$ cat src/rtl/blink_pkg.sv
// Shared types and constants for the blinker and its delay decoder.
package blink_pkg;

  typedef enum logic [1:0] {
    ST_IDLE,
    ST_MEASURE,
    ST_PAUSED
  } state_t;

  localparam int DELAY_W           = 4;
  localparam int STEP_W            = 6;
  localparam int TICK_DIV_DEF      = 50000;
  localparam int STEP_TICKS_DEF    = 100;
  localparam int TIMEOUT_STEPS_DEF = 40;

  // The blinker encodes delay as (code + 1) steps; codes above the 4-bit range clamp.
  function automatic logic [DELAY_W-1:0] steps_to_code(input logic [STEP_W-1:0] steps);
    if (steps > STEP_W'(16)) begin
      return '1;
    end
    return DELAY_W'(steps - STEP_W'(1));
  endfunction

endpackage

$ cat src/rtl/blink_step_timer.sv
// Cycle counter wrapping every STEP_CYCLES clocks, feeding a saturating step counter.
module blink_step_timer
  import blink_pkg::*;
#(
  parameter int STEP_CYCLES = TICK_DIV_DEF * STEP_TICKS_DEF
) (
  input  logic              clk,
  input  logic              reset,
  input  logic              i_clear,
  output logic [STEP_W-1:0] o_steps
);

  localparam int CYC_W = (STEP_CYCLES > 1) ? $clog2(STEP_CYCLES) : 1;

  logic [CYC_W-1:0]  r_cyc;
  logic [STEP_W-1:0] r_steps;
  logic              w_wrap;
  logic [STEP_W-1:0] w_steps_next;

  // o_steps includes this cycle's increment so a clearing cycle still gets counted.
  assign w_wrap       = (r_cyc == CYC_W'(STEP_CYCLES - 1));
  assign w_steps_next = (w_wrap && (r_steps != '1)) ? r_steps + STEP_W'(1) : r_steps;
  assign o_steps      = w_steps_next;

  always_ff @(posedge clk) begin
    if (reset || i_clear) begin
      r_cyc   <= '0;
      r_steps <= '0;
    end else begin
      r_cyc   <= w_wrap ? '0 : r_cyc + CYC_W'(1);
      r_steps <= w_steps_next;
    end
  end

endmodule

$ cat src/rtl/blink_decoder.sv
// Recovers the blinker's delay setting by timing the interval between LED pattern changes.
module blink_decoder
  import blink_pkg::*;
#(
  parameter int TICK_DIV      = TICK_DIV_DEF,
  parameter int STEP_TICKS    = STEP_TICKS_DEF,
  parameter int TIMEOUT_STEPS = TIMEOUT_STEPS_DEF
) (
  input  logic               clk,
  input  logic               reset,
  input  logic [3:0]         led_in,
  output logic [DELAY_W-1:0] delay_code,
  output logic               valid,
  output logic               paused,
  output logic               short_err
);

  logic [3:0]         r_sync1;
  logic [3:0]         r_sync2;
  logic [3:0]         r_prev;
  logic               r_chg;
  state_t             r_state;
  logic [DELAY_W-1:0] r_delay_code;
  logic               r_valid;
  logic               r_paused;
  logic               r_short_err;
  logic [STEP_W-1:0]  w_steps;
  logic               w_timeout;

  // Synchronize the asynchronous LEDs, then register any pattern change as a one-cycle pulse.
  always_ff @(posedge clk) begin
    if (reset) begin
      r_sync1 <= '0;
      r_sync2 <= '0;
      r_prev  <= '0;
      r_chg   <= 1'b0;
    end else begin
      r_sync1 <= led_in;
      r_sync2 <= r_sync1;
      r_prev  <= r_sync2;
      r_chg   <= (r_sync2 != r_prev);
    end
  end

  blink_step_timer #(
    .STEP_CYCLES(TICK_DIV * STEP_TICKS)
  ) u_step_timer (
    .clk    (clk),
    .reset  (reset),
    .i_clear(r_chg),
    .o_steps(w_steps)
  );

  assign w_timeout = (w_steps >= STEP_W'(TIMEOUT_STEPS));

  // A change always wins over a coincident timeout.
  always_ff @(posedge clk) begin
    if (reset) begin
      r_state      <= ST_IDLE;
      r_delay_code <= '0;
      r_valid      <= 1'b0;
      r_paused     <= 1'b0;
      r_short_err  <= 1'b0;
    end else begin
      r_short_err <= 1'b0;
      case (r_state)
        ST_IDLE: begin
          if (r_chg) r_state <= ST_MEASURE;
        end
        ST_MEASURE: begin
          if (r_chg) begin
            if (w_steps != '0) begin
              r_delay_code <= steps_to_code(w_steps);
              r_valid      <= 1'b1;
            end else begin
              r_short_err  <= 1'b1;
            end
          end else if (w_timeout) begin
            r_state  <= ST_PAUSED;
            r_paused <= 1'b1;
            r_valid  <= 1'b0;
          end
        end
        ST_PAUSED: begin
          if (r_chg) begin
            r_state  <= ST_MEASURE;
            r_paused <= 1'b0;
          end
        end
        default: r_state <= ST_IDLE;
      endcase
    end
  end

  assign delay_code = r_delay_code;
  assign valid      = r_valid;
  assign paused     = r_paused;
  assign short_err  = r_short_err;

endmodule

$ cat config.mk
export PLATFORM = sky130hd
export DESIGN_NAME = blink_decoder
export DESIGN_NICKNAME = d
export VERILOG_FILES = /design/src/rtl/blink_pkg.sv /design/src/rtl/blink_step_timer.sv /design/src/rtl/blink_decoder.sv
export SDC_FILE = /design/constraint.sdc
export NUM_CORES = 1
export LEC_CHECK = 0
export BUFFER_PORTS_ARGS = -buffer_cell sky130_fd_sc_hd__buf_4
export CAP_MARGIN = 25
export CORE_UTILIZATION = 30
export CTS_CLUSTER_DIAMETER = 60
export DETAILED_ROUTE_END_ITERATION = 10
export PLACE_DENSITY = 0.46
export SLEW_MARGIN = 20
export SYNTH_ARGS = -nofsm -noshare
export SYNTH_HDL_FRONTEND = slang
export SYNTH_SLANG_ARGS = --single-unit
$ cat constraint.sdc
create_clock -name clk -period 3.4 [get_ports clk]
set_clock_uncertainty 0.1 [all_clocks]
set_input_delay 0.51 -clock clk [delete_from_list [all_inputs] [get_ports clk]]
set_output_delay 0.51 -clock clk [all_outputs]
set_load 0.03 [all_outputs]
==> impl_table.tex <==
\begin{tabular}{lr}
\hline
Metric & Value \\
\hline
\multicolumn{2}{l}{\textbf{Status}} \\
Run status & completed \\
\multicolumn{2}{l}{\textbf{Setup path}} \\
CP Capture Type & register \\
Largest fanout on the critical path & 7 \\
Worst endpoint required time & 3.49 ns \\
WP buf/inv & 0 \\
Critical path launch point type & register \\
Worst stage delay on the critical path & 0.47 ns \\
Crit path max-delay cell type & sky130\_fd\_sc\_hd\_\_nor4\_4 \\
Worst path arrival time & 3.04 ns \\
Cells along the critical path & ha\_1 -> nand3\_4 -> nor4\_4 -> and4\_1 -> xnor2\_1 -> ha\_1 -> and3\_1 -> nor4\_2 -> a21oi\_1 \\
Most prevalent standard cell on the critical path & sky130\_fd\_sc\_hd\_\_ha\_1 \\
Cell class contributing the biggest share of worst-path delay & simple AND/OR/NAND/NOR gates \\
Crit path kind & register to register \\
Worst reg-to-reg setup slack & 0.45 ns \\
\multicolumn{2}{l}{\textbf{Clock tree}} \\
Clock transition at path regs & 0.10 ns \\
Setup bufs post-CTS & 0 \\
Post-cts hold buffer count & 0 \\
Buffer depth of the longest clock path & 2 \\
TritonCTS Buffers & 5 \\
CTS Root Buffer Type & sky130\_fd\_sc\_hd\_\_clkbuf\_8 \\
Clock tree from TritonCTS & built \\
Worst skew pair latency & 0.31 ns \\
Count of clock tree sinks & 51 \\
Count of H-tree levels built during CTS & 2 \\
Cts repair resizes & 0 \\
\multicolumn{2}{l}{\textbf{Final layout}} \\
FF+latch area & 1021 um\^{}2 \\
Synth-to-layout area growth & 12.96\% \\
Fillers & 775 \\
\# diodes & 0 \\
Commonest non-fill, non-tap cell in the layout & sky130\_fd\_sc\_hd\_\_dfxtp\_1 \\
Multi-input gate area & 1194 um\^{}2 \\
Final net count & 260 \\
Final design instance area without fill & 2541 um\^{}2 \\
Commonest cells after routing, fill and taps aside & sky130\_fd\_sc\_hd\_\_dfxtp\_1 (51), sky130\_fd\_sc\_hd\_\_nor2\_1 (32), sky130\_fd\_sc\_hd\_\_xor2\_1 (16) \\
Share of final-layout standard cells stronger than drive strength 1 & 15.48\% \\
\multicolumn{2}{l}{\textbf{Logic synthesis}} \\
Register bit total from synthesis & 51 \\
Top cell type's share of synthesized area & 45.38\% \\
Area share of xor/xnor cells in the synthesized design & 10.51\% \\
Number of standard cells after synthesis & 237 \\
Leading register cell type out of synthesis & sky130\_fd\_sc\_hd\_\_dfxtp\_1 \\
Post-Synth Adder-Cell Area & 1.669\% \\
Multiplexer share of the synthesized area & 3.337\% \\
Largest area contributor in the netlist & sky130\_fd\_sc\_hd\_\_dfxtp\_1 \\
Simple-gate share of the synthesized area & 30.76\% \\
Fraction of the yosys area taken by sequential cells & 45.38\% \\
Largest family of logic cells by synthesized area & simple AND/OR/NAND/NOR gates \\
Combined area of all synthesized cells & 2250 um\^{}2 \\
Complex-gate fraction of the synthesized area & 6.785\% \\
Average cell area after synthesis & 9.492 um\^{}2 \\
Distinct cell type count of the synthesized netlist & 45 \\
Synth Warn \# & 0 \\
Largest cells by area after synthesis & sky130\_fd\_sc\_hd\_\_dfxtp\_1 (45\%), sky130\_fd\_sc\_hd\_\_xor2\_1 (6.2\%), sky130\_fd\_sc\_hd\_\_nor2\_1 (5.3\%) \\
EDFF count, synth & 0 \\
Async set-or-reset flop fraction in the synthesized netlist & 0\% \\
Synthesized Nets & 246 \\
\multicolumn{2}{l}{\textbf{STA}} \\
Period minus WS final & 2.948 ns \\
Hold violation total from the final report & 0 \\
Max-slew violation count & 0 \\
RSZ-0062 raised after global routing & false \\
Accumulated negative setup slack & 0 ns \\
Final period utilization & 86.69\% \\
Pin slew with the least headroom to its limit & 0.4230 ns \\
Fmax & 339.3 MHz \\
Final setup violation count & 0 \\
Worst slew slack as a fraction of its limit & 70.99\% \\
\multicolumn{2}{l}{\textbf{Drt}} \\
Number of design rule violations left after detail routing & 0 \\
Antenna Nets Post-Route & 0 \\
Drt via density & 4.601 \\
Routed WL & 3902 um \\
Detailed router's first-iteration violation count & 30 \\
Total via count after detailed routing & 1,615 \\
Drt wl/cell & 11.12 um \\
Pre-antenna DRT Iters & 4 \\
\multicolumn{2}{l}{\textbf{Placement}} \\
Routability-driven placement congestion ratio & 0.8136 \\
Placement Cell Area & 2444 um\^{}2 \\
Placed wire-length estimate & 2762 um \\
Number of I/O port buffers & 12 \\
\multicolumn{2}{l}{\textbf{Floorplan}} \\
Total I/O pin count & 13 \\
\# rows & 31 \\
Die Outline Area & 7849 um\^{}2 \\
Die W & 88.60 um \\
Die Span Y & 88.60 um \\
Starting utilization of the core area & 31.02\% \\
Core area & 7253 um\^{}2 \\
\multicolumn{2}{l}{\textbf{Global routing}} \\
First-pass GRT wire length & 6589 um \\
Overall Global Routing Usage & 10.89\% \\
Via count of the first global-routing pass & 1,426 \\
Largest net degree at the start of global routing & 23 \\
Number of antenna violations at the first check in global routing & 0 \\
Overall overflow remaining after global route & 0 \\
\multicolumn{2}{l}{\textbf{Pwr}} \\
Total power per unit cell area & 403.5 nW/um\^{}2 \\
Peak supply drop & 0.0001514 V \\
Leak pwr & 0.9419 nW \\
\multicolumn{2}{l}{\textbf{Min path}} \\
Hold Path Class & input pin to register \\
\multicolumn{2}{l}{\textbf{Job}} \\
Max Cap Violations & 0 \\
\hline
\end{tabular}
-- sequential cells by signal, indices dropped and copies added, names as in the netlist --
signal and cells:
r_sync1 4, r_prev 4, delay_code 4, paused 1
r_state 2, r_sync2 4, r_chg 1, short_err 1
valid 1, u_step_timer.r_cyc 23, u_step_timer.r_steps 6
-- metrics by stage --
stage	hold slack, ns	instances	util [%]	setup WS, ns	total power [mW]
floorplan	0.3138	237	-	0.7130	0.6547
CTS	0.2943	351	35.04	0.4354	1.046
global placement	0.3173	343	33.69	0.5018	0.6670
detailed placement	0.3204	343	33.69	0.4504	0.6674
finish	0.3019	351	35.04	0.4524	1.025
global route	0.2974	351	35.04	0.1996	1.072
-- cells in the mapped netlist (all sizes together) (2+ instances only) --
| cell type | instances |
|---|---|
| and4 | 2 |
| ha | 3 |
| mux2i | 5 |
| nand2b | 2 |
| nor2 | 32 |
| nor4 | 3 |
| or3 | 3 |
| dfxtp | 51 |
| a41oi | 2 |
| nand4 | 7 |
| or2 | 4 |
| a21o | 2 |
| nor3 | 2 |
| o21ai | 8 |
| xnor2 | 11 |
| nand3b | 2 |
| and2 | 6 |
| nand2 | 14 |
| nand3 | 11 |
| nor2b | 14 |
| and3 | 9 |
| or4bb | 2 |
| xor2 | 16 |
| inv | 4 |
| a21oi | 11 |
| or4b | 2 |
| clkbuf | 4 |
-- power by group --
part / switching [mW] / internal (mW)
logic: 0.0208 / 0.0155
clock network: 0.220 / 0.153
registers: 0.00741 / 0.608
-- final timing paths --
kind | start | end | cells past startpoint
worst max register to register | u_step_timer.r_cyc[0] | delay_code[1] | 9
worst min register to register | r_sync1[0] | r_sync2[0] | 1
worst min-delay path | led_in[1] | r_sync1[1] | 2
worst max-delay path | u_step_timer.r_cyc[0] | delay_code[1] | 9
-- metal layers --
layer	part of all wire (%)	wire [um]	global-route usage [%]	up-vias
met2	43	1672	16.15	15
met5	0	0	0	-
met3	2.2	86	2.519	8
li1	-	-	-	839
met4	1.9	73	4.399	0
met1	53	2070	15.20	753
-- area by class of cell --
type,count,share of cell area (%)
clock buffer,5,2.708
multi-input combinational,177,46.97
sequential,51,40.18
clock inverter,3,1.132
tap,99,4.874
timing repair buffer,12,3.545
inverter,4,0.5908
-- cell families after synthesis --
family,count (synthesis)
simple gates,117
mux,5
flops,51
buf+inv,9
compound gates,25
xor+xnor,27
fa+ha+maj,3
(Power assumes the default switching activity.)
